File: config.mk
export PLATFORM = sky130hd
export DESIGN_NAME = tt_chk_misr
export DESIGN_NICKNAME = d
export VERILOG_FILES = /design/src/rtl/tt_chk_pkg.sv /design/src/rtl/tt_chk_misr.sv
export SDC_FILE = /design/constraint.sdc
export NUM_CORES = 1
export LEC_CHECK = 0
export CORE_UTILIZATION = 30
export CTS_CLUSTER_DIAMETER = 50
export DETAILED_ROUTE_END_ITERATION = 16
export GPL_ROUTABILITY_DRIVEN = 1
export SYNTH_ARGS = -nofsm -noshare
export SYNTH_HDL_FRONTEND = slang
export SYNTH_SLANG_ARGS = --single-unit
File: constraint.sdc
create_clock -name clk -period 1 [get_ports clk]
set_input_delay 0.3 -clock clk [delete_from_list [all_inputs] [get_ports clk]]
set_output_delay 0.3 -clock clk [all_outputs]
set_load 0.02 [all_outputs]
File: src/rtl/tt_chk_pkg.sv
// tt_chk_pkg: shared FSM state type, defaults and MISR constants
// for the truth-table checker.
package tt_chk_pkg;

  typedef enum logic [1:0] {
    IDLE,
    HOLD,
    SAMPLE,
    DONE
  } state_t;

  localparam logic [15:0] DEF_EXPECTED = 16'h1F55;
  localparam int          DEF_SETTLE   = 2;
  localparam logic [15:0] MISR_POLY    = 16'h1021;
  localparam logic [15:0] MISR_SEED    = 16'hFFFF;

  // Left-shift Galois step for x^16+x^12+x^5+1, then fold in the data.
  function automatic logic [15:0] misr_step(
    input logic [15:0] s,
    input logic [1:0]  d
  );
    logic [15:0] n;
    n = {s[14:0], 1'b0} ^ (s[15] ? MISR_POLY : 16'h0000);
    return n ^ {14'h0000, d};
  endfunction

endpackage

File: src/rtl/tt_chk_misr.sv
// tt_chk_misr: 16-bit response signature register, seeded on load
// and stepped once per enabled cycle.
module tt_chk_misr
  import tt_chk_pkg::*;
(
  input  logic        clk,
  input  logic        rst,
  input  logic        load,
  input  logic        en,
  input  logic [1:0]  din,
  output logic [15:0] sig
);

  always_ff @(posedge clk or posedge rst) begin
    if (rst) begin
      sig <= '0;
    end else if (load) begin
      sig <= MISR_SEED;
    end else if (en) begin
      sig <= misr_step(sig, din);
    end
  end

endmodule

=== Word-level counts from Yosys, hierarchy flattened ===
Cells that the tools add are included.

* Word-level logic and storage cells: 7
* Register bits: 16
* Input bits: 6
* Output and inout port bits: 16

* Mux-type cells: 3
* Bitwise gates (word level): 2
* Reduce and logical (&&, ||, !) cells: 1

{| class="wikitable"
|+ Operators by type and width
! kind !! count
|-
| 16-bit 2-to-1 mux || 2
|-
| 16-bit by 13-bit bitwise XOR with 16-bit output || 1
|-
| 16-bit by 2-bit bitwise XOR with 16-bit output || 1
|-
| 13-bit 2-to-1 mux || 1
|-
| 2-bit nonzero test || 1
|}

=== Depth between registers and ports, before layout ===
* Word-level depth: 5
* Mapped depth: 4
* Depth with buffers taken out: 2

=== Least setup slack after synthesis ===
OpenSTA, ideal clock, no wires.

* Path kind: register to register
* Start: reg, netlist name sig[15]
* End: reg sig[15]
* Stages on the path, launching flop included: 3
* Setup time: 124 ps
* Arrival time: 899 ps
* Path slack: -23 ps
* Path buffers: 0
* Data required time: 876 ps
* Cells stage by stage: dfrtp_1 nor2b_1 a211o_1

{| class="wikitable"
|+ RTL lines
! item !! RTL line !! RTL
|-
| to (signal assigned) || tt_chk_misr.sv:20 || <nowiki>sig <= misr_step(sig, din);</nowiki>
|-
| to (decl) || tt_chk_misr.sv:11 || <nowiki>output logic [15:0] sig</nowiki>
|}

==> flow_summary_export.csv <==
group,metric,value,unit
grt,grt_pass1_vias,679,
final_layout,diodes,0,
placement,placed_cells,121,
run,drv_cap,0,
timing,worst_hold_slack,0.314,ns
final_layout,fill_cells,193,
synth,yosys_most_used_dff,"dfrtp_1",
drt,route.detailed.drc,0,
worst_setup_path,cp_max_fo,3,
clocking,clkLatencyLatePin,0.29,ns
drt,wl,1790,um
final_layout,multiInputGateArea,327,um2
run_status,outcome,"finished with violations",
power,power_density,1260,nW/um2
synth,synthMuxAreaShare,0,%
clocking,clk_pin_slew,0.10,ns
worst_setup_path,slowest_stage,"dfrtp_2",
synth,ys_top_cells_by_count,"dfrtp_1, a211o_1, nor2b_1",
timing,worst_slew_pin_slew,0.156,ns
worst_setup_path,crit_chain,"buf_4 > buf_6 > nor2b_1 > a211o_1",
grt,busiest_layer,"met2",
drt,viasPerCell,4.70,
synth,netlist_top_cells_area,"dfrtp_1, a211o_1, nor2b_1",
timing,rsz0062_at_grt,"true",
grt,gr-total-overflow,0,
drt,ant_nets,0,
synth,synthArstFlopShare,100,%
synth,synth_xor_area_share,4.95,%
final_layout,largest_registers,"sig (16)",
synth,synth_area,708,um2
timing,drv_slew,0,
power,power.total,1.64,mW
run_status,violations,"setup timing",
timing,hold_viol,0,
placement,hpwl,995,um
final_layout,design_area,1310,um2
synth,syn_avg_cell_area,12.0,um2
worst_setup_path,critical_path.max_stage_delay,0.43,ns
clocking,htree_num_levels,1,
worst_setup_path,crit_required,1.18,ns
grt,met2_usage,24.9,%
grt,antenna_found_initial,0,
grt,grt_use_met1,20.0,%
timing,maxSlewHeadroom,89.5,%
final_layout,final_nets,111,
synth,synthSimpleGateAreaFrac,14.7,%
floorplan,core,2210,um2
floorplan,initial_core_util,32.0,%
grt,grtUsageTotal,15.8,%
worst_setup_path,crit_path_end_kind,"flop",
drt,drtPass1Iterations,4,
synth,syn_inst,59,
synth,yosys.area.top_type_share,56.5,%
timing,fmax,870,MHz
synth,synth.most_common_cell,"dfrtp_1",
floorplan,die_width,50.6,um
floorplan,die_y,50.6,um
grt,grt_max_degree,18,
hold_path,hold_class,"input port to asynchronous set/reset pin",
final_layout,largest_reg_flops,16,
final_layout,regArea,402,um2
placement,port_buffers,21,
floorplan,die_area,2560,um2
final_layout,final_cells,132,
synth,yosysSeqAreaShare,56.5,%
drt,via_count,621,
final_layout,top_register,"sig",
drt,wl_per_cell,13.6,um
timing,worst_slack,-0.150,ns
clocking,cts_buffers,3,
synth,syn_nets,65,
synth,synth_compound_area_share,17.7,%
final_layout,drive_gt1_share,52.9,%
floorplan,num_io_pins,22,
grt,grt_pass1_wl,2940,um
drt,drt_iter0_drc,3,
timing,finalSetupViolCount,27,
worst_setup_path,crit_arrival,1.33,ns
clocking,tritoncts,"built",
timing,min_period_over_period,115,%
synth,netlist.top_cell.by_area,"dfrtp_1",
worst_setup_path,critPathKind,"flop to flop",
clocking,root_buffer,"clkbuf_4",
synth,yosys.cell_types.count,11,
floorplan,rows,17,
timing,fin_crit,1.15,ns
synth,synth_warnings,0,
timing,skew,0.00628,ns
worst_setup_path,worst_setup_path_start_kind,"flop",
synth,synth_top_family_by_area,"compound AO/OA/AOI/OAI gates",
power,power.leakage,0.588,nW
clocking,cts.sinks,16,
placement,gp_congestion,0.705,
final_layout,synthToLayoutAreaGrowth,84.6,%
clocking,cts_buffer_depth,2,
placement,detailed_place.area,1070,um2
synth,synth-edff-count,0,
grt,use_met3,2.73,%
synth,synthAdderAreaFrac,0,%
power,max-vdd-ir-drop,0.711,mV
placement,place_ws,-0.445,ns
synth,synth-seq-cells,16,
-- where the power goes --
part,leakage (nW),internal (mW),switching [mW]
Combinational,0.410,0.292,0.198
Clock,0.0210,0.222,0.208
Sequential,0.157,0.691,0.0358
Total,0.588,1.20,0.441
-- repair_timing --
action / in CTS / in global routing
cloned: 1 / 0
endpoints found under the setup margin: 32 / 32
resized for setup: 107 / 14
pin swaps: 12 / 6
hold buffers: 0 / 0
setup buffers: 5 / 6
-- cell type report --
cell class                 instances  area share [%]
clock buffer                       4            2.78
inverter                           1           0.287
multi-input combinational         37            25.0
sequential                        16            30.7
tap                               28            2.68
timing repair buffer              46            38.6
-- cells in the final DEF, fill, tap and decap left out, drive strengths merged --
master,instances
buf,40
xnor2,4
a211o,12
nor3,4
dfrtp,16
inv,1
nor2b,13
a21oi,4
clkdlybuf4s50,4
bufbuf,1
clkbuf,4
dlygate4sd2,1
-- cell families (layout without fill, tap and decap cells) --
logic type,Yosys count,count (layout)
buffers and inverters,6,51
xor gates and xnor gates,4,4
and+or+nand+nor,17,17
DFF,16,16
AOI/OAI and AO/OA,16,16
-- stage by stage --
stage	util [%]	TNS, ns
finish	59.1	-2.87
global placement	48.6	-10.56
floorplan	-	0
detailed placement	48.6	-10.66
global route	59.1	-4.00
CTS	56.0	-2.80
-- metal layers --
layer,share of wire [%],vias up
met5,0,-
met4,1.5,0
met3,3.2,4
met2,50,14
met1,45,309
li1,-,294
-- critical path: cells and delay by family (launching register included) --
| kind | cells | cell delay [ns] |
|---|---|---|
| buffers and inverters | 2 | 0.24 |
| and+or+nand+nor | 1 | 0.12 |
| DFF | 1 | 0.43 |
| AOI/OAI and AO/OA | 1 | 0.24 |
-- final timing paths --
kind	from	cells past startpoint	end	slack, ns
min reg2reg	sig[8]	2	sig[9]	0.61
max	sig[15]	4	sig[15]	-0.15
min in group clk	sig[8]	2	sig[9]	0.61
max reg2reg	sig[15]	4	sig[15]	-0.15
max in group asynchronous	rst	3	sig[15]	0.56
min	rst	3	sig[9]	0.31
(Power assumes the default switching activity.)
